==> src/rtl/ttl74259_serial_latch.sv <==
// rtl/ttl74259_serial_latch.sv - 8-bit addressable latch (74259 style) with bit-serial loader
module ttl74259_serial_latch (
    input  logic       clock,
    input  logic       reset,
    input  logic [2:0] addr,
    input  logic       data,
    input  logic       enable_n,
    input  logic       clear_n,
    input  logic       ser_start,
    input  logic       ser_in,
    input  logic       ser_valid,
    output logic       ser_ready,
    output logic       busy,
    output logic       done,
    output logic [7:0] q,
    output logic [7:0] q_n
);

    typedef enum logic [1:0] {
        IDLE = 2'd0,
        LOAD = 2'd1,
        DONE = 2'd2
    } state_t;

    state_t     state;
    logic [2:0] bit_cnt;
    logic [7:0] par_q;

    // Next latch value for the four parallel modes of the TTL part
    always_comb begin
        par_q = q;
        case ({clear_n, enable_n})
            2'b11: par_q = q;
            2'b10: par_q[addr] = data;
            2'b01: par_q = 8'h00;
            2'b00: begin
                par_q       = 8'h00;
                par_q[addr] = data;
            end
            default: par_q = q;
        endcase
    end

    always_ff @(posedge clock) begin
        if (reset) begin
            state     <= IDLE;
            bit_cnt   <= 3'd0;
            q         <= 8'h00;
            ser_ready <= 1'b0;
            busy      <= 1'b0;
            done      <= 1'b0;
        end else begin
            case (state)
                LOAD: begin
                    // Clear aborts the load and wins over a bit arriving on the same edge
                    if (!clear_n) begin
                        q         <= 8'h00;
                        bit_cnt   <= 3'd0;
                        state     <= IDLE;
                        ser_ready <= 1'b0;
                        busy      <= 1'b0;
                        done      <= 1'b0;
                    end else if (ser_valid) begin
                        q[bit_cnt] <= ser_in;
                        bit_cnt    <= bit_cnt + 3'd1;
                        if (bit_cnt == 3'd7) begin
                            state     <= DONE;
                            ser_ready <= 1'b0;
                            busy      <= 1'b0;
                            done      <= 1'b1;
                        end
                    end
                end
                default: begin
                    q <= par_q;
                    if (ser_start) begin
                        state     <= LOAD;
                        bit_cnt   <= 3'd0;
                        ser_ready <= 1'b1;
                        busy      <= 1'b1;
                        done      <= 1'b0;
                    end else begin
                        state     <= IDLE;
                        ser_ready <= 1'b0;
                        busy      <= 1'b0;
                        done      <= 1'b0;
                    end
                end
            endcase
        end
    end

    assign q_n = ~q;

endmodule

==> config.mk <==
export PLATFORM = sky130hd
export DESIGN_NAME = ttl74259_serial_latch
export DESIGN_NICKNAME = d
export VERILOG_FILES = /design/src/rtl/ttl74259_serial_latch.sv
export SDC_FILE = /design/constraint.sdc
export NUM_CORES = 1
export LEC_CHECK = 0
export CORE_ASPECT_RATIO = 1.25
export CORE_MARGIN = 4
export CORE_UTILIZATION = 45
export CTS_CLUSTER_SIZE = 28
export DETAILED_ROUTE_END_ITERATION = 8
export PLACE_DENSITY_LB_ADDON = 0.08
export SLEW_MARGIN = 25
export SYNTH_ARGS = -nofsm -noshare
export SYNTH_HDL_FRONTEND = slang
export SYNTH_SLANG_ARGS = --single-unit
==> constraint.sdc <==
create_clock -name clock -period 1.7 [get_ports clock]
set_input_delay 0.425 -clock clock [delete_from_list [all_inputs] [get_ports clock]]
set_output_delay 0.425 -clock clock [all_outputs]
set_load 0.005 [all_outputs]
==> out/results.ini <==
[drt]
drtIter0Drc = 19
wl_per_cell_um = 14.2
num_vias = 1088
viasPerCell = 5.91
totalWireLength_um = 2620
postRouteAntennaNets = 0
drt_pass1_iterations = 4
drc = 0

[timing]
slew_headroom_pct = 69.3
period_needed_ps = 1650
report.final.slew_viol_count = 0
fmax_mhz = 605
grt_setup_unrepaired = false
finalHoldViolCount = 0
finClkSkew_ps = 12.2
tightest_slew_ps = 457
period_share_pct = 97.3
finalSetupTns_ps = 0
setup_viol = 0

[layout]
final_common_cell = clkdlybuf4s50_1
fin_nets = 178
syn_to_final_growth_pct = 46.3
layout.area.seq_um2 = 282
final_cell_mix = clkdlybuf4s50_1 (28), nand2_1 (16), nor4_1 (14), dfxtp_1 (13), buf_4 (13)
multi_input_area_um2 = 586
fill_cells = 172
n_antenna_cell = 0
layout-drive-gt1-share_pct = 13.4

[cts]
cts_tree = done
h-tree-depth = 1
clockBufferDepth = 2
clock_latency_ps = 300
cts-root-buf = clkbuf_4
clk_pin_slew_ps = 100
cts_setup_buffers = 0
cts_sinks = 14
cts_inserted_buffers = 3

[grt]
first_global_vias = 1044
grt-ovfl-total = 0
antenna_found_initial = 0
grt_start_max_net_pins = 16
grt_util_all_layers_pct = 19.5
grt_pass1_wl_um = 4400

[min_path]
worstHoldPathType = flop to flop

[outcome]
status = complete, no violations

[floorplanning]
io_pins = 30
die_w_um = 48.8
fp.dieH_um = 59.1
initial_utilization_pct = 47.3
dieArea_um2 = 2880
core_region_area_um2 = 1980
num_rows = 18

[synthesis]
yosysUniqueCellTypes = 28
ys_warn_count = 0
synth_cells = 124
syn_avg_cell_area_um2 = 7.57
synth-async-reset-ratio_pct = 0
syn_area_um2 = 938
synth.top_cell.area_share_pct = 29.9
yosysSeqAreaShare_pct = 29.9
yosys_most_used_dff = dfxtp_1
ys_ff_latch = 14
synth_top_area_cell = dfxtp_1
synth_edf_count = 0
synthesis.nets = 137
ys_top_cells_by_area = dfxtp_1 (30%), nor4_1 (9.3%), o221ai_1 (6.5%), nor3_1 (6.4%), nand2_1 (6.4%)

[power_and_ir_drop]
peakVddDrop_v = 0.000464
leakagePower_uw = 0.000496
p_total_uw = 765
powerDensity_nw_per_um2 = 558

[placed_design]
dpl.hpwl_um = 2080
gp_congestion = 0.898
io_buffers = 29

[critical_path]
path_delay_family = buffers and inverters
cp_slowest_cell = clkdlybuf4s50_1
max_stage_delay_ps = 520
end_kind = output pin
critPathMaxFanout = 8
path_class = flop to output pin
crit_chain = clkdlybuf4s50_1
startpoint_type = flop
crit_required_ps = 1270
crit_buf_inv = 1
crit_arrival_ps = 1230

[job]
cap_violations = 0

-- synth_stat cells (all sizes together), types with 2 or more instances --
| cell | n |
|---|---|
| o31a | 2 |
| nand2b | 7 |
| clkbuf | 2 |
| o221ai | 7 |
| nand4 | 2 |
| nor3 | 12 |
| o21ai | 7 |
| or4 | 7 |
| buf | 5 |
| nand2 | 16 |
| nor2b | 2 |
| nand4bb | 2 |
| ha | 2 |
| o31ai | 2 |
| a21oi | 5 |
| nor4 | 14 |
| dfxtp | 14 |
| inv | 9 |
-- final timing paths --
path                 start    to  slack (ps)  cells after the start
setup / recovery  state[0]  busy          50                      1
hold / removal        done  done         530                      2
setup reg to reg  state[0]  q[7]         280                      5
hold reg to reg       done  done         530                      2
-- routing by layer --
metal  global-route usage [%]  vias up  routed length (um)
met5                        0        -                   0
met4                     13.8        0                  78
met3                     4.03        9                 100
met2                     36.0       24                1390
met1                     19.3      499                1050
li1                         -      556                   -
-- logic make-up after synthesis --
family / Yosys count / share of synthesized area, %
AO/OA/AOI/OAI: 23 / 16.4
adder cells (fa/ha/maj): 2 / 2.67
buffers and inverters: 16 / 8.00
flip-flops: 14 / 29.9
AND/OR/NAND/NOR: 69 / 43.1
-- layout make-up --
cell class                      instances  share of cell area, %
Inverter                                9                   2.46
Timing Repair Buffer                   43                   29.9
Clock buffer                            4                   2.64
Tap cell                               20                   1.82
Sequential cell                        14                   20.5
Multi-Input combinational cell         94                   42.7
-- through the flow --
| stage | area (um^2) | std cells | util, % | hold slack [ps] | setup WS, ps |
|---|---|---|---|---|---|
| 2_1_floorplan | 938 | 124 | - | 479 | 321 |
| 3_3_place_gp | 1330 | 180 | 67.1 | 498 | -247 |
| 3_5_place_dp | 1330 | 180 | 67.1 | 513 | -296 |
| 4_1_cts | 1370 | 184 | 69.0 | 533 | 25.6 |
| 5_1_grt | 1370 | 184 | 69.3 | 574 | 3.02 |
| 6_report | 1370 | 184 | 69.3 | 530 | 45.8 |
-- power breakdown --
part           internal (uW)  switching, uW  leakage, uW  total, uW
sequential               334           7.46     0.000114        342
clock                    131            128    0.0000210        258
combinational           87.8           77.5     0.000361        165
total                    553            213     0.000496        765
-- sequential cells by signal (all words and copies together) (netlist names) --
signal   count
state        2
done         1
q            8
bit_cnt      3
-- timing repair --
| action | 4_1_cts | 5_1_grt |
|---|---|---|
| endpoints found under the hold margin | 0 | 0 |
| resized for setup | 1 | 2 |
| cloned | 0 | 0 |
| endpoints found under the setup margin | 2 | 8 |
| hold buffers | 0 | 0 |
No activity file was read; power rests on OpenSTA's default activity.
==> patch (same flow settings) <==
Encoding of `state_t`: now one-hot (3 bits for 3 states).
--- a/src/rtl/ttl74259_serial_latch.sv
+++ b/src/rtl/ttl74259_serial_latch.sv
@@ -16,10 +16,10 @@
     output logic [7:0] q_n
 );
 
-    typedef enum logic [1:0] {
-        IDLE = 2'd0,
-        LOAD = 2'd1,
-        DONE = 2'd2
+    typedef enum logic [2:0] {
+        IDLE = 3'b001,
+        LOAD = 3'b010,
+        DONE = 3'b100
     } state_t;
 
     state_t     state;
Behaviour: same outputs for any inputs over 10 cycles, from zero or initial values and one cycle with reset high; not proved beyond that.
==> patch against the unedited design <==
  * Area after synthesis increased by 26%
  * Register-to-register slack got worse by 0.19 ns
  * Sequential cell count increased by 1
  * Power decreased by 3.4%
  * Final area increased by 16%
  * Setup slack about the same
  * Routed wire length increased by 17%
  * Count of clock-buffer cells in the layout decreased by 1
  * Highest routed layer unchanged
==> patch: results (changes against the unedited design) <==
min_from: "q[5]"
max-vdd-ir-drop_mv: 0.386  # -17%
synth_common_cells: "15 x dfxtp_1, 15 x nand2b_1, 14 x mux2i_1, 11 x clkbuf_1"
nNetsFinal: 194  # +9.0%
hold_end: "q[5]"
p_leak_nw: 0.605  # +22%
clockBufferDepth: 2  # unchanged
hpwl_um: 2310  # +11%
timing.rr.start: "state[2]"
grtUsageTotal: 0.195  # about the same
viasPerCell: 5.51  # -6.9%
grt_pass1_wl_um: 5100  # +16%
ys_seq_area_frac: 0.255  # -0.0439
wl_per_cell_um: 14.4  # +1.1%
r2r_slack_ns: 0.09  # -0.19 ns
totalWireLength_um: 3060  # +17%
p_sw_frac: 0.279  # +0.00156
tightest_slew_ns: 0.522  # +0.0653 ns
drtIter0Drc: 23  # +4
nFillCells: 214  # +24%
layout-drive-gt1-share: 0.144  # +0.0103
synthesis.nets: 160  # +17%
finalClockSkew_ns: 0.00581  # -0.00636 ns
crit_start: "addr[2]"
gp_congestion: 0.845  # -6.0%
avgSynthCellArea_um2: 8.02  # +5.9%
whs_ns: 0.498  # -0.0313 ns
largestRegisters: "q: 8 flops, bit_cnt: 3 flops, state: 3 flops"
synthTopCellsByArea: "dfxtp_1 25%, mux2i_1 12%, nand2b_1 8.0%"
grt_max_degree: 24  # +8
status: "completed"
grt_pass1_vias: 1189  # +14%
io_buffers: 29  # unchanged
dp_cells: 209  # +16%
synth-edff-count: 0  # unchanged
cp_max_fo: 9  # +1
ys_warn_count: 0  # unchanged
-- patch: how the worst max path moves through the flow --
stage,slack [ns],endpoint,cells past startpoint
after floorplan,0.10,q[2],5
after global placement,-0.29,q[2],6
after detailed placement,-0.32,q[2],6
after CTS,0.02,busy,2
after global routing,-0.01,q[0],5
final,0.05,q[2],6
-- patch: cells by family (layout without fill, tap and decap cells) --
family | count (synthesis) | after routing | share of synthesized area
AO/OA/AOI/OAI | 23 | 23 | 0.134
adder cells (fa/ha/maj) | 2 | 2 | 0.0212
buffers and inverters | 23 | 56 | 0.0839
flip-flops | 15 | 15 | 0.255
multiplexers | 18 | 18 | 0.157
AND/OR/NAND/NOR | 66 | 66 | 0.349
-- patch: repair_timing --
action / 4_1_cts / 5_1_grt
endpoints found under the hold margin: 0 / 0
gates resized for setup: 2 / 6
endpoints found under the setup margin: 4 / 11
-- patch: metal layers --
layer | up-vias | GRT usage | part of all wire
li1 | 585 | - | -
met1 | 546 | 0.219 | 0.41
met2 | 36 | 0.345 | 0.52
met3 | 6 | 0.0272 | 0.047
met4 | 0 | 0.0958 | 0.025
met5 | - | 0 | 0
-- patch: cell type report --
cell class	instances	share of cell area
Inverter	9	0.0213
Clock buffer	3	0.0142
Multi-Input combinational cell	109	0.493
Timing Repair Buffer	43	0.252
Tap cell	33	0.0260
Clock inverter	1	0.00315
Sequential cell	15	0.190
-- patch: through the flow --
stage | power, mW | setup slack (ns) | area [µm²] | TNS [ns]
final | 0.740 | 0.0459 | 1590 | 0
after global routing | 0.773 | -0.0121 | 1590 | -0.0256
after CTS | 0.745 | 0.0156 | 1580 | 0
after detailed placement | 0.530 | -0.319 | 1550 | -1.99
after global placement | 0.527 | -0.290 | 1550 | -1.70
after floorplan | 0.457 | 0.103 | 1180 | 0
-- patch: power by group through the flow --
stage	registers, mW	logic [mW]	clock network [mW]
floorplan	0.370	0.0873	0
global placement	0.369	0.158	0
detailed placement	0.370	0.160	0
CTS	0.362	0.163	0.221
global route	0.363	0.176	0.234
finish	0.362	0.162	0.216
-- patch: worst reg2reg max path: cells and delay by family (launching register included) --
family	cells	cell delay (ns)
and+or+nand+nor	1	0.18
buffers and inverters	1	0.20
AOI/OAI and AO/OA	1	0.21
DFF	1	0.35
muxes	2	0.56
